[src/rtl/pll_lock_sequencer.sv]
// Reset/lock sequencer for the DDR PLL: pulses pll_rst, waits for a stable synced lock,
// opens the clkout0 gate and then flags pll_ready; retries on lock timeout up to MAX_RETRY.
module pll_lock_sequencer #(
  parameter int RST_CYCLES          = 64,
  parameter int LOCK_TIMEOUT_CYCLES = 65536,
  parameter int LOCK_STABLE_CYCLES  = 1024,
  parameter int GATE_DELAY_CYCLES   = 16,
  parameter int MAX_RETRY           = 3
) (
  input  logic                           clk,
  input  logic                           rst_n,
  input  logic                           soft_rst,
  input  logic                           pll_lock,
  output logic                           pll_rst,
  output logic                           clkout0_gate,
  output logic                           pll_ready,
  output logic                           lock_lost,
  output logic                           lock_err,
  output logic [$clog2(MAX_RETRY+1)-1:0] retry_cnt,
  output logic [2:0]                     state
);

  localparam int RW      = $clog2(MAX_RETRY + 1);
  localparam int MAX_A   = (RST_CYCLES > LOCK_TIMEOUT_CYCLES) ? RST_CYCLES : LOCK_TIMEOUT_CYCLES;
  localparam int MAX_B   = (LOCK_STABLE_CYCLES > GATE_DELAY_CYCLES) ? LOCK_STABLE_CYCLES : GATE_DELAY_CYCLES;
  localparam int MAX_CYC = (MAX_A > MAX_B) ? MAX_A : MAX_B;
  localparam int CW      = $clog2(MAX_CYC) + 1;

  typedef enum logic [2:0] {
    RST_ASSERT  = 3'd0,
    WAIT_LOCK   = 3'd1,
    LOCK_STABLE = 3'd2,
    GATE_DELAY  = 3'd3,
    RUN         = 3'd4,
    FAIL        = 3'd5
  } state_t;

  state_t          state_reg;
  logic [CW-1:0]   cnt_reg;
  logic [RW-1:0]   retry_reg;
  logic            lock_meta_reg;
  logic            lock_s_reg;
  logic            pll_rst_reg;
  logic            gate_reg;
  logic            ready_reg;
  logic            lock_lost_reg;
  logic            lock_err_reg;

  assign pll_rst      = pll_rst_reg;
  assign clkout0_gate = gate_reg;
  assign pll_ready    = ready_reg;
  assign lock_lost    = lock_lost_reg;
  assign lock_err     = lock_err_reg;
  assign retry_cnt    = retry_reg;
  assign state        = state_reg;

  always_ff @(posedge clk or negedge rst_n) begin
    if (!rst_n) begin
      state_reg     <= RST_ASSERT;
      cnt_reg       <= '0;
      retry_reg     <= '0;
      lock_meta_reg <= 1'b0;
      lock_s_reg    <= 1'b0;
      pll_rst_reg   <= 1'b1;
      gate_reg      <= 1'b0;
      ready_reg     <= 1'b0;
      lock_lost_reg <= 1'b0;
      lock_err_reg  <= 1'b0;
    end else begin
      lock_meta_reg <= pll_lock;
      lock_s_reg    <= lock_meta_reg;
      lock_lost_reg <= 1'b0;
      cnt_reg       <= cnt_reg + CW'(1);

      if (soft_rst) begin
        state_reg    <= RST_ASSERT;
        cnt_reg      <= '0;
        retry_reg    <= '0;
        lock_err_reg <= 1'b0;
        pll_rst_reg  <= 1'b1;
        gate_reg     <= 1'b0;
        ready_reg    <= 1'b0;
      end else begin
        case (state_reg)
          RST_ASSERT: begin
            if (cnt_reg == CW'(RST_CYCLES - 1)) begin
              state_reg   <= WAIT_LOCK;
              cnt_reg     <= '0;
              pll_rst_reg <= 1'b0;
            end
          end
          WAIT_LOCK: begin
            if (lock_s_reg) begin
              state_reg <= LOCK_STABLE;
              cnt_reg   <= '0;
            end else if (cnt_reg == CW'(LOCK_TIMEOUT_CYCLES - 1)) begin
              cnt_reg     <= '0;
              pll_rst_reg <= 1'b1;
              if (retry_reg == RW'(MAX_RETRY)) begin
                state_reg    <= FAIL;
                lock_err_reg <= 1'b1;
              end else begin
                state_reg <= RST_ASSERT;
                retry_reg <= retry_reg + RW'(1);
              end
            end
          end
          LOCK_STABLE: begin
            if (!lock_s_reg) begin
              state_reg <= WAIT_LOCK;
              cnt_reg   <= '0;
            end else if (cnt_reg == CW'(LOCK_STABLE_CYCLES - 1)) begin
              state_reg <= GATE_DELAY;
              cnt_reg   <= '0;
              gate_reg  <= 1'b1;
            end
          end
          GATE_DELAY: begin
            if (!lock_s_reg) begin
              state_reg     <= RST_ASSERT;
              cnt_reg       <= '0;
              pll_rst_reg   <= 1'b1;
              gate_reg      <= 1'b0;
              lock_lost_reg <= 1'b1;
            end else if (cnt_reg == CW'(GATE_DELAY_CYCLES - 1)) begin
              state_reg <= RUN;
              cnt_reg   <= '0;
              ready_reg <= 1'b1;
            end
          end
          RUN: begin
            cnt_reg <= '0;
            if (!lock_s_reg) begin
              state_reg     <= RST_ASSERT;
              retry_reg     <= '0;
              pll_rst_reg   <= 1'b1;
              gate_reg      <= 1'b0;
              ready_reg     <= 1'b0;
              lock_lost_reg <= 1'b1;
            end
          end
          FAIL: begin
            // Parked with the PLL held in reset until soft_rst or rst_n
            cnt_reg      <= '0;
            pll_rst_reg  <= 1'b1;
            lock_err_reg <= 1'b1;
            gate_reg     <= 1'b0;
            ready_reg    <= 1'b0;
          end
          default: begin
            state_reg   <= RST_ASSERT;
            cnt_reg     <= '0;
            pll_rst_reg <= 1'b1;
            gate_reg    <= 1'b0;
            ready_reg   <= 1'b0;
          end
        endcase
      end
    end
  end

endmodule

[config.mk]
export PLATFORM = sky130hd
export DESIGN_NAME = pll_lock_sequencer
export DESIGN_NICKNAME = d
export VERILOG_FILES = /design/src/rtl/pll_lock_sequencer.sv
export SDC_FILE = /design/constraint.sdc
export NUM_CORES = 1
export LEC_CHECK = 0
export CORE_MARGIN = 10
export CORE_UTILIZATION = 35
export DETAILED_ROUTE_END_ITERATION = 12
export GPL_ROUTABILITY_DRIVEN = 0
export PLACE_DENSITY = 0.57
export REMOVE_ABC_BUFFERS = 1
export SYNTH_ARGS = -nofsm -noshare
export SYNTH_HDL_FRONTEND = slang
export SYNTH_SLANG_ARGS = --single-unit
[constraint.sdc]
create_clock -name clk -period 2.3 [get_ports clk]
set_input_delay 0.23 -clock clk [delete_from_list [all_inputs] [get_ports clk]]
set_output_delay 0.23 -clock clk [all_outputs]
set_load 0.05 [all_outputs]
==> impl_metrics.yaml, run 1 <==
run_status:
  status: "complete, no violations"
die:
  core_area_um2: 4350
  io_pins: 14
  die_y_um: 87.1
  dieArea_um2: 7580
  core.rowCount: 24
  die_w_um: 87.1
  initial_util_pct: 36.2
global_routing:
  grt_max_degree: 30
  grt_antenna_before_repair: 0
  via_count_of_the_first_global_routing_pass: 1261
  grt_use_total_pct: 9.82
  grt_pass1_wl_mm: 5.98
  grt_overflow: 0
timing:
  fin_setup_tns_ns: 0
  hold_viol_final: 0
  report.final.slew_viol_count: 0
  timing.final.crit_period_ns: 2.20
  finalHoldWorstSlack_ns: 0.338
  slew_worst_pin_ns: 0.574
  rsz0062_at_grt: "false"
  max_freq_mhz: 455
  fin_worst_skew_ns: 0.00362
  setup_viol: 0
  timing.slew.headroom_pct: 61.8
  final.period_utilization_pct: 95.6
power:
  p_sw_mw: 0.537
  share_clk_of_total_power_pct: 27.4
  leakage_nw: 0.817
  internal_power_mw: 0.999
  pwr-share-comb_pct: 32.3
  power.share.switching_pct: 35.0
  worst_ir_drop_vdd_v: 0.000390
  power.density_nw_per_um2: 786
  pwr-share-seq_pct: 40.3
worst_setup_path:
  critPathSlowestCell: "sky130_fd_sc_hd__or3b_2"
  critPathMaxStageDelay_ns: 0.46
  timing.reg2reg.setup_slack_ns: 0.10
  timing.critical_path.fanout_max: 4
  critPathCaptureType: "flip-flop"
  worstRegToRegCells: 10
  reg2reg_to: "pll_rst"
  path_type_of_the_worst_setup_path: "flip-flop to flip-flop"
  critPathArrivalTime_ns: 2.41
  worst_ep_required_time_ns: 2.51
  worst_setup_path_start_kind: "flip-flop"
  critical_register_to_register_path_startpoint: "cnt_reg[0]"
  crit_buf_inv: 2
  cells_along_the_critical_path: "ha_1 > inv_1 > nor3_2 > nand3_2 > inv_1 > ha_1 > or3b_2 > a21oi_2 > a21oi_1 > a221o_1"
  critical_path.top_delay_family: "simple AND/OR/NAND/NOR gates"
cts:
  worst_setup_hold_path_clk_slew_ns: 0.06
  cts_made_buffers: 5
  clockRootBuffer: "sky130_fd_sc_hd__clkbuf_8"
  clock_tree_from_tritoncts: "done"
  cts_max_path_buffers: 2
  cts_sinks: 29
  cts_hold_repair.buffers: 0
  h-tree-depth: 2
  worstSkewPairLatency_ns: 0.28
final_layout:
  final_layout_size_suffix_gt1_share_pct: 15.5
  area_growth_pct: 24.1
  number_of_flip_flops_under_the_largest_register_name: 17
  final_net_count: 202
  multiInputGateArea_um2: 806
  sequential_cell_area_um2: 728
  final.fill_count: 412
  antenna_cells_inserted: 0
  postLayoutCellArea_um2: 1960
synth:
  yosysWarnings: 0
  ys.flop_type: "sky130_fd_sc_hd__dfrtp_1"
  syn_inst: 168
  netlist_area_um2: 1580
  synth_sequential_area_ratio_pct: 46.1
  synth.ff_latch_count: 29
  edff_count_synth: 0
  share_of_flip_flops_with_an_asynchronous_set_or_reset_pct: 100
  postSynthAreaPerCell_um2: 9.38
  ys_types: 45
routing:
  drc_errors: 0
  drt_pass1_iterations: 4
  ant_nets: 0
  via_per_inst: 5.38
  wire_per_inst_um: 14.4
  dr.first_iter.drc_count: 58
  dr_total_vias: 1324
  route.final.wire_length_mm: 3.53
run:
  max_cap_violations: 0
hold_path:
  hp-class: "primary input to asynchronous set/reset pin"
placement:
  cell_area_reported_after_detailed_placement_um2: 1820
  post-dp-hpwl_mm: 2.47
  total_of_buffers_placed_on_input_and_output_ports: 13
per-layer routing:
layer | routed length (µm) | up-vias | global-route usage [%]
li1 | - | 645 | -
met4 | 29 | 0 | 2.65
met2 | 1710 | 35 | 16.1
met5 | 0 | - | 0
met3 | 225 | 3 | 4.49
met1 | 1570 | 641 | 11.2
synth_stat cells, drive strengths merged (2+ instances only):
library cell / instances / area (µm²)
nand4: 5 / 31.3
xnor2: 3 / 26.3
nor4: 4 / 31.3
and3: 4 / 25.0
buf: 2 / 12.5
ha: 4 / 50.1
clkbuf: 5 / 18.8
a21oi: 7 / 35.0
inv: 7 / 26.3
o21ai: 5 / 28.8
nand2b: 2 / 12.5
a22oi: 2 / 15.0
nor2b: 3 / 18.8
nand2: 8 / 30.0
xor2: 11 / 96.3
nor2: 26 / 97.6
nand3: 8 / 40.0
nor4b: 2 / 32.5
nor3: 9 / 45.0
dfrtp: 28 / 701
a211oi: 2 / 15.0
a31oi: 2 / 12.5
worst max-delay path by stage:
stage | endpoint | cells past startpoint | from | slack [ns]
4_1_cts | pll_rst | 9 | cnt_reg[12] | 0.04
6_report | pll_rst | 10 | cnt_reg[0] | 0.10
2_1_floorplan | cnt_reg[10] | 10 | cnt_reg[0] | -0.02
5_1_grt | pll_rst | 10 | cnt_reg[0] | 0.003
3_5_place_dp | pll_rst | 9 | cnt_reg[12] | 0.05
3_3_place_gp | pll_rst | 9 | cnt_reg[12] | 0.11
through the flow:
step | std cells | power, mW | setup slack, ns | util (%)
after global routing | 246 | 1.65 | 0.00306 | 44.9
after detailed placement | 235 | 1.09 | 0.0473 | 41.8
after CTS | 242 | 1.52 | 0.0413 | 43.8
after floorplan | 161 | 0.919 | -0.0207 | -
after global placement | 235 | 1.08 | 0.112 | 41.8
final | 246 | 1.54 | 0.102 | 44.9
cells in the final DEF (no fill, tap or decap), drive strengths merged, types with 7 or more instances in the layout:
master / synthesis / routed
nor3: 9 / 9
buf: 2 / 13
nand2: 8 / 8
xor2: 11 / 11
clkdlybuf4s50: 0 / 13
nand3: 8 / 8
nor2: 26 / 26
clkbuf: 5 / 7
a21oi: 7 / 7
dfrtp: 28 / 28
inv: 7 / 7
cells by family (layout without fill, tap and decap cells):
family / count (synthesis) / in the layout / share of synthesized area [%]
multiplexers: 1 / 1 / 0.635
adder cells (fa/ha/maj): 4 / 4 / 3.18
XOR/XNOR: 14 / 14 / 7.78
buffers and inverters: 15 / 41 / 3.89
AO/OA/AOI/OAI: 27 / 27 / 11.6
AND/OR/NAND/NOR: 78 / 78 / 26.8
flip-flops: 29 / 29 / 46.1
worst register-to-register path, delay by kind of cell, from the launching register on:
family / cells / cell delay, ns
flip-flops: 1 / 0.40
AND/OR/NAND/NOR: 3 / 0.60
adder cells (fa/ha/maj): 2 / 0.43
AO/OA/AOI/OAI: 3 / 0.57
buffers and inverters: 2 / 0.13
cell type report:
cell class / count / area share (%)
multi-input cells: 124 / 41.2
flip-flops and latches: 29 / 37.2
repair buffers: 26 / 12.3
clock buffers: 7 / 4.41
well taps: 52 / 3.33
inverters: 8 / 1.54
power by group through the flow:
stage	Clock (mW)	Combinational [mW]	Sequential, mW
global route	0.470	0.549	0.630
floorplan	0	0.250	0.668
detailed placement	0	0.460	0.632
CTS	0.435	0.461	0.622
finish	0.421	0.497	0.619
global placement	0	0.453	0.629
timing repair:
item,in CTS,in global routing
setup buffers,0,4
endpoints found under the setup margin,0,20
gates resized for setup,0,6
No activity file was read; power rests on OpenSTA's default activity.
==> run 2, diff against run 1 <==
--- a/config.mk
+++ b/config.mk
@@ -6,10 +6,10 @@
 export NUM_CORES = 1
 export LEC_CHECK = 0
 export CORE_MARGIN = 10
-export CORE_UTILIZATION = 35
+export CORE_UTILIZATION = 30
 export DETAILED_ROUTE_END_ITERATION = 12
 export GPL_ROUTABILITY_DRIVEN = 0
-export PLACE_DENSITY = 0.57
+export PLACE_DENSITY = 0.47
 export REMOVE_ABC_BUFFERS = 1
 export SYNTH_ARGS = -nofsm -noshare
 export SYNTH_HDL_FRONTEND = slang
==> run 2 against run 1 <==
  * Cell count rose by 7.7%
  * Fmax grew 1.3%
  * Combinational power rose by 1%
  * First-iteration DRC count fell by 3.4%
  * Wire length increased by 3.6%
  * Critical endpoint unchanged
  * Critical path depth decreased by 1
  * Sequential power is essentially flat
  * Clock skew up 0.0022 ns
  * Die area increased by 13%
  * Power rose by 1.4%
  * Global-route usage is 0.50 points lower
==> impl_metrics.yaml, run 2 (synthesized netlist as in run 1, its figures left out) <==
die:
  die_y_um: 92.5
  core.rowCount: 26
  dieArea_um2: 8550
  initial_util_pct: 30.8
  core_area_um2: 5110
  io_pins: 14
  die_w_um: 92.5
final_layout:
  final_net_count: 202
  postLayoutCellArea_um2: 1990
  layout.cells.most_common: "sky130_fd_sc_hd__dfrtp_1"
  number_of_flip_flops_under_the_largest_register_name: 17
  antenna_cells_inserted: 0
  final_layout_size_suffix_gt1_share_pct: 16.4
  instances_no_fill: 265
  commonest_cells_after_routing_fill_and_taps_aside: "sky130_fd_sc_hd__dfrtp_1, sky130_fd_sc_hd__nor2_1, sky130_fd_sc_hd__clkdlybuf4s50_1"
  area_growth_pct: 26.2
  fin_util_pct: 38.9
hold_path:
  hp-class: "primary input to asynchronous set/reset pin"
worst_setup_path:
  worst_ep_required_time_ns: 2.51
  reg2reg_to: "pll_rst"
  worst_setup_path_startpoint: "cnt_reg[10]"
  worstRegToRegCells: 9
  path_type_of_the_worst_setup_path: "flip-flop to flip-flop"
  critPathMaxStageDelay_ns: 0.46
  worst_setup_path_start_kind: "flip-flop"
  critPathArrivalTime_ns: 2.38
  cells_along_the_critical_path: "and3_4 > and3_1 > nand3_1 > inv_1 > ha_1 > or3b_2 > a21oi_2 > a21oi_1 > a221o_1"
  timing.reg2reg.setup_slack_ns: 0.13
  critPathSlowestCell: "sky130_fd_sc_hd__or3b_2"
  setup.worst_path.end: "pll_rst"
  timing.critical_path.fanout_max: 3
  critical_register_to_register_path_startpoint: "cnt_reg[10]"
  critPathCaptureType: "flip-flop"
placement:
  cell_area_reported_after_detailed_placement_um2: 1860
  post-dp-hpwl_mm: 2.59
  place_inst: 255
  total_of_buffers_placed_on_input_and_output_ports: 13
  post-place-ws_ns: 0.0554
routing:
  dr.first_iter.drc_count: 56
  drc_errors: 0
  ant_nets: 0
  drt_pass1_iterations: 4
  dr_total_vias: 1304
  wire_per_inst_um: 13.8
  route.final.wire_length_mm: 3.66
  via_per_inst: 4.92
power:
  leakage_nw: 0.817
  worst_ir_drop_vdd_v: 0.000256
  power.density_nw_per_um2: 783
global_routing:
  grt_pass1_wl_mm: 6.53
  grt_overflow: 0
  grt_antenna_before_repair: 0
  grt_use_total_pct: 9.32
  via_count_of_the_first_global_routing_pass: 1359
  grt_max_degree: 30
cts:
  cts_hold_repair.buffers: 0
  cts_sinks: 29
  cts_max_path_buffers: 2
  worst_setup_hold_path_clk_slew_ns: 0.06
  cts_made_buffers: 5
  clock_tree_from_tritoncts: "done"
  worstSkewPairLatency_ns: 0.28
  h-tree-depth: 2
  clockRootBuffer: "sky130_fd_sc_hd__clkbuf_8"
run_status:
  status: "complete, no violations"
timing:
  hold_viol_final: 0
  layout_setup_ws_ns: 0.130
  final.period_utilization_pct: 94.4
  max_freq_mhz: 461
  timing.final.crit_period_ns: 2.17
  slew_worst_pin_ns: 0.583
  fin_setup_tns_ns: 0
  setup_viol: 0
  report.final.slew_viol_count: 0
  timing.slew.headroom_pct: 61.1
  fin_worst_skew_ns: 0.00583
run:
  max_cap_violations: 0
## run 2: cell count changes in the layout (fill, tap and decap cells not counted), sizes merged
cell and change:
clkbuf +1
## run 2: final cells by class
class | instances | area, µm²
repair buffers | 26 | 240
well taps | 70 | 87.6
multi-input cells | 124 | 812
inverters | 8 | 30.0
fillers | 529 | 3120
flip-flops and latches | 29 | 728
clock buffers | 8 | 90.1
## run 2: stage by stage
step	hold WS, ns	power (mW)
finish	0.330	1.56
global route	0.372	1.67
CTS	0.341	1.56
detailed placement	0.338	1.11
global placement	0.339	1.10
floorplan	-0.0656	0.919
## run 2: worst min path at each step
stage,start,endpoint,slack [ns],cells past startpoint
3_5_place_dp,lock_meta_reg,lock_s_reg,0.34,0
2_1_floorplan,rst_n,clkout0_gate,-0.07,0
4_1_cts,rst_n,cnt_reg[2],0.34,2
3_3_place_gp,lock_meta_reg,lock_s_reg,0.34,0
6_report,rst_n,lock_s_reg,0.33,2
5_1_grt,rst_n,cnt_reg[2],0.37,2
## run 2: critical path: cells and delay by family, from the launching register on
| kind | cells | cell delay [ns] |
|---|---|---|
| and+or+nand+nor | 4 | 0.93 |
| AOI/OAI and AO/OA | 3 | 0.53 |
| DFF | 1 | 0.38 |
| adders and majority gates | 1 | 0.20 |
| buffers and inverters | 1 | 0.05 |
## run 2: what timing repair did
action | CTS | global route
resized for setup | 0 | 8
setup buffers | 0 | 2
endpoints found under the setup margin | 0 | 20
## run 2: routing by layer
metal / wire length [µm] / GRT usage [%] / up-vias
met2: 1710 / 14.5 / 39
met3: 220 / 3.63 / 10
met4: 102 / 4.63 / 0
li1: - / - / 644
met1: 1630 / 11.0 / 611
met5: 0 / 0 / -
## run 2: report_power, final
group | total, mW | switching [mW] | internal [mW]
logic | 0.502 | 0.286 | 0.216
clock network | 0.435 | 0.192 | 0.244
registers | 0.620 | 0.0734 | 0.547
total | 1.56 | 0.551 | 1.01
==> patch 1: new RTL, flow settings as in run 2 <==
`RST_CYCLES`: 64 -> 128.
--- a/src/rtl/pll_lock_sequencer.sv
+++ b/src/rtl/pll_lock_sequencer.sv
@@ -1,7 +1,7 @@
 // Reset/lock sequencer for the DDR PLL: pulses pll_rst, waits for a stable synced lock,
 // opens the clkout0 gate and then flags pll_ready; retries on lock timeout up to MAX_RETRY.
 module pll_lock_sequencer #(
-  parameter int RST_CYCLES          = 64,
+  parameter int RST_CYCLES          = 128,
   parameter int LOCK_TIMEOUT_CYCLES = 65536,
   parameter int LOCK_STABLE_CYCLES  = 1024,
   parameter int GATE_DELAY_CYCLES   = 16,
Function: same outputs for any inputs over 10 cycles, from zero or initial values and one cycle with rst_n low; that may be too few to reach the edited logic, so the function may still have changed.
==> patch 1 against run 2 <==
- design area rose by 2.3%
- wire length rose by 3.7%
- synthesized area rose by 3.2%
- worst setup slack improved by 0.028 ns
- total power fell by 3.2%
- sequential cell count did not move
- critical path depth did not move
- global-route usage barely moved
- synthesized cell count rose by 1.8%
- critical endpoint is now cnt_reg[3]
==> patch 1: results (changes against run 2) <==
- Critical path peak fanout: 15 (+12)
- Clock slew at reported path FFs: 0.06 ns (about the same)
- Max VDD drop: 0.342 mV (+33%)
- Reg2reg end: cnt_reg[3]
- Critical Path AT: 2.34 ns (-0.04 ns)
- First-pass GRT wire length: 6690 um (+2.3%)
- Fill cells: 508 (-4.0%)
- Port Buf Inserts: 13 (unchanged)
- Synth top area cells: dfrtp_1, nor2_1, xor2_1, xnor2_1, ha_1
- Placed cell count: 257 (+0.78%)
- Skew-Pair Late Insertion Delay: 0.28 ns (about the same)
- Initial antenna violation count: 0 (unchanged)
- DRT Pass-1 Iters: 4 (unchanged)
- Vias in the first global route: 1366 (+0.52%)
- CTS Hold Buffers Added: 0 (unchanged)
- Post-place setup slack: 0.0698 ns (+0.0144 ns)
- RR Startpoint: cnt_reg[0]
- H-tree levels: 2 (unchanged)
- Routed vias: 1336 (+2.5%)
- GRT Util Overall: 9.32% (about the same)
- Seq/Total Area, Yosys: 44.7% (-1.4 points)
- Worst Tran Pin Value: 0.513 ns (-0.0705 ns)
- Max reg flops: 17 (unchanged)
- Share of layout cells above drive strength 1: 17.3% (+0.85 points)
- Status: finished, final reports clean
- Vias per cell: 5.00 (+1.7%)
- Final clock skew: 0.00192 ns (-0.00391 ns)
- Synth top cells by count: nor2_1, dfrtp_1, nand2_1
- CP max-delay cell: dfrtp_1
- Hold slack: 0.348 ns (+0.0188 ns)
- CTS Buf Count: 5 (unchanged)
- Initial detailed-routing violation count: 54 (-3.6%)
- Maximum clock path buffer count: 2 (unchanged)
- Root Buffer: clkbuf_8
- Tmin final: 2.14 ns (-0.0276 ns)
- Synthesized instance count: 171 (+1.8%)
- Nets: 204 (+0.99%)
- Length in cells of the worst reg-to-reg path: 9 (unchanged)
- Netlist cell types: 43 (-4.4%)
- Synth warn: 0 (unchanged)
- Crit-path leading delay family: simple AND/OR/NAND/NOR gates
- R2r setup slk: 0.16 ns (+0.03 ns)
- Ys async rst share: 100% (unchanged)
- Drt wl/cell: 14.2 um (+3.0%)
- Leak: 0.918 nW (+12%)
- Worst stage delay on the critical path: 0.39 ns (-0.07 ns)
- Hold WC Path Type: input pin to async pin
- Hpwl dp: 2780 um (+7.0%)
-- patch 1: cell count changes in the layout (fill, tap and decap cells not counted), moves of 3 or more --
cell / run 2 / this run
buf_4: 12 / 15
nand2_1: 8 / 13
nor2_1: 26 / 31
a21oi_1: 6 / 3
mux2i_1: 1 / 4
xor2_1: 11 / 8
xnor2_1: 3 / 6
nand2b_1: 2 / 5
-- patch 1: logic make-up (layout without fill, tap and decap cells) --
logic type,Yosys count,count (layout),share of synthesized area [%]
compound gates,24,24,12.3
simple gates,81,81,25.6
mux,4,4,2.46
xor+xnor,14,14,7.54
flops,29,29,44.7
fa+ha+maj,4,4,3.08
buf+inv,15,41,4.23
-- patch 1: worst max path at each step --
stage / start / to / cells after the start
2_1_floorplan: cnt_reg[0] / state[1] / 10
3_3_place_gp: cnt_reg[0] / cnt_reg[3] / 9
3_5_place_dp: cnt_reg[0] / cnt_reg[3] / 9
4_1_cts: cnt_reg[0] / cnt_reg[3] / 9
5_1_grt: cnt_reg[0] / state[1] / 10
6_report: cnt_reg[0] / cnt_reg[3] / 9
-- patch 1: worst reg2reg max path, stage by stage (launching register included) --
cell and delay [ns]:
dfrtp_1 0.39, ha_1 0.22, and3_1 0.19, and3_1 0.20, nand3_1 0.12, inv_1 0.08, ha_4 0.18, nand2b_1 0.14
a41o_2 0.33, nor3_1 0.21
-- patch 1: routing by layer --
layer,vias up,wire length (um),track usage [%]
li1,651,-,-
met4,0,72,3.80
met3,9,206,2.72
met5,-,0,0
met1,643,1760,11.8
met2,33,1760,14.5
-- patch 1: metrics by stage --
stage,power [mW],area [um^2]
detailed placement,0.954,1890
floorplan,0.832,1580
finish,1.51,2030
global route,1.59,2030
CTS,1.50,2010
global placement,0.945,1890
-- patch 1: repair_timing --
| action | CTS | global route |
|---|---|---|
| resized for setup | 0 | 2 |
| endpoints found under the setup margin | 0 | 10 |
| buffers inserted | 0 | 2 |
-- patch 1: layout make-up --
class	instances	area share, %
well taps	70	4.31
multi-input cells	127	41.4
flip-flops and latches	29	35.7
inverters	5	0.923
clock buffers	7	4.24
repair buffers	28	11.9
clock inverters	1	1.48
-- patch 1: where the power goes --
part	switching, mW	internal, mW	leakage (nW)
sequential	0.0475	0.552	0.395
combinational	0.227	0.139	0.465
clock	0.189	0.353	0.0585
total	0.464	1.04	0.918
==> patch 2: new RTL, settings of run 2 <==
Without the edit above. Put one more register stage on the output `retry_cnt`, cleared by the reset. The value now appears one clock later. The other outputs are not delayed to match.
--- a/src/rtl/pll_lock_sequencer.sv
+++ b/src/rtl/pll_lock_sequencer.sv
@@ -51,7 +51,13 @@
   assign pll_ready    = ready_reg;
   assign lock_lost    = lock_lost_reg;
   assign lock_err     = lock_err_reg;
-  assign retry_cnt    = retry_reg;
+  always_ff @(posedge clk or negedge rst_n) begin
+    if (!rst_n) begin
+      retry_cnt <= '0;
+    end else begin
+      retry_cnt <= retry_reg;
+    end
+  end
   assign state        = state_reg;
 
   always_ff @(posedge clk or negedge rst_n) begin
Formal check against the unedited RTL: same outputs for any inputs over 10 cycles, from zero or initial values and one cycle with rst_n low; that may be too few to reach the edited logic, so the function may still have changed.
==> patch 2 against run 2 <==
- first-iteration DRC count fell by 3.6%
- count of clock-buffer cells in the layout unchanged
- sequential share of layout area fell by 1.5 points
- total power rose by 13%
- sequential cell count up 2
- design area grew 12%
- worst setup slack worse by 0.089 ns
- global-route usage about the same
- wire length increased by 7.9%
- synthesized area increased by 8.1%
- critical path type unchanged
- critical endpoint is now state[2]
==> patch 2: results (changes against run 2) <==
- Met1 Usage GRT: 11.7% (+0.74 points)
- Seq/Total Area, Yosys: 45.6% (-0.52 points)
- CP max-delay cell: or4_4
- Clk cell area share: 4.51% (-0.016 points)
- Routed vias: 1375 (+5.4%)
- Netlist cell types: 42 (-6.7%)
- Hpwl dp: 2940 um (+13%)
- Placed cell count: 274 (+7.5%)
- Period utilisation layout: 98.2% (+3.9 points)
- Fraction of standard cell area in multi-input logic: 40.2% (-0.61 points)
- Leak: 0.982 nW (+20%)
- Seq/total area: 35.2% (-1.5 points)
- Reg power frac: 39.5% (-0.3 points)
- Synth top cells by count: dfrtp_1, nor2_1, nand2_1
- Synth top area cells: dfrtp_1, nor2_1, xnor2_1, xor2_1, ha_1
- Comb. pwr: 594 uW (+18%)
- Length in cells of the worst reg-to-reg path: 11 (+2)
- R2r setup slk: 0.04 ns (-0.09 ns)
- Ys async rst share: 100% (unchanged)
- Synthesized instance count: 174 (+3.6%)
- Non-clock buffer share: 14.8% (+2.8 points)
- Clock Buffer Count: 8 (unchanged)
- Pin count of the biggest net entering global routing: 32 (+6.7%)
- # Post-CTS Setup Buffers: 3 (+3)
- Fill cells: 552 (+4.3%)
- Hold slack: 0.351 ns (+0.0211 ns)
- # Taps: 72 (+2.9%)
- First-pass GRT wire length: 6670 um (+2.0%)
- Worst stage delay on the critical path: 0.44 ns (-0.02 ns)
- Multi-In Gates: 129 (+4.0%)
- Non-CTS buffers: 39 (+50%)
- GRT Util Overall: 9.29% (-0.031 points)
- Reg2reg end: state[2]
- Fin util: 40.3% (+1.3 points)
- Metal-1 WL: 1920 um (+18%)
- Post-place setup slack: -0.0784 ns (-0.134 ns)
- Status: finished, final reports clean
- Grt met3 use: 2.04% (-1.6 points)
- CP startpoint: cnt_reg[0]
- Worst Tran Pin Value: 0.539 ns (-0.0444 ns)
- Area after DPL: 2030 um^2 (+9.4%)
- Flops & latches, synth: 31 (+6.9%)
- Internal power: 1.12 mW (+12%)
- Final clock skew: 0.00258 ns (-0.00324 ns)
- Logic pwr share: 33.9% (+1.7 points)
- Critical path peak fanout: 4 (+1)
- Drt wl/cell: 13.8 um (about the same)
- Skew-Pair Late Insertion Delay: 0.28 ns (about the same)
- Logic inverters: 7 (-1)
- Nets: 221 (+9.4%)
- Final-report hold violation count: 0 (unchanged)
- Share of layout cells above drive strength 1: 25.2% (+8.8 points)
- Global Route met2 Usage: 14.9% (+0.36 points)
- Routed wl met2: 1880 um (+10%)
- Initial detailed-routing violation count: 54 (-3.6%)
- Non-filler cells, final: 286 (+7.9%)
- # resized after CTS: 7 (+7)
- Met3 wire len: 99 um (-55%)
- Max VDD drop: 0.479 mV (+87%)
## patch 2: cell types whose count changed in the layout (fill, tap and decap cells not counted), moves of 4 or more
cell | run 2 | this run
buf_4 | 12 | 25
xnor2_1 | 3 | 7
xor2_1 | 11 | 7
nor3_1 | 8 | 4
nand2_1 | 8 | 12
## patch 2: worst min-delay path by stage
stage	start	endpoint
after global routing	lock_meta_reg	lock_s_reg
after floorplan	rst_n	clkout0_gate
final	rst_n	pll_ready
after detailed placement	lock_meta_reg	lock_s_reg
after CTS	lock_meta_reg	lock_s_reg
after global placement	lock_meta_reg	lock_s_reg
## patch 2: logic make-up (layout without fill, tap and decap cells)
logic type | count (synthesis) | after routing | share of synthesized area (%)
AND/OR/NAND/NOR | 83 | 83 | 26.0
multiplexers | 2 | 2 | 1.18
XOR/XNOR | 14 | 14 | 7.20
AO/OA/AOI/OAI | 26 | 26 | 12.2
adder cells (fa/ha/maj) | 4 | 4 | 2.94
buffers and inverters | 14 | 54 | 4.85
flip-flops | 31 | 31 | 45.6
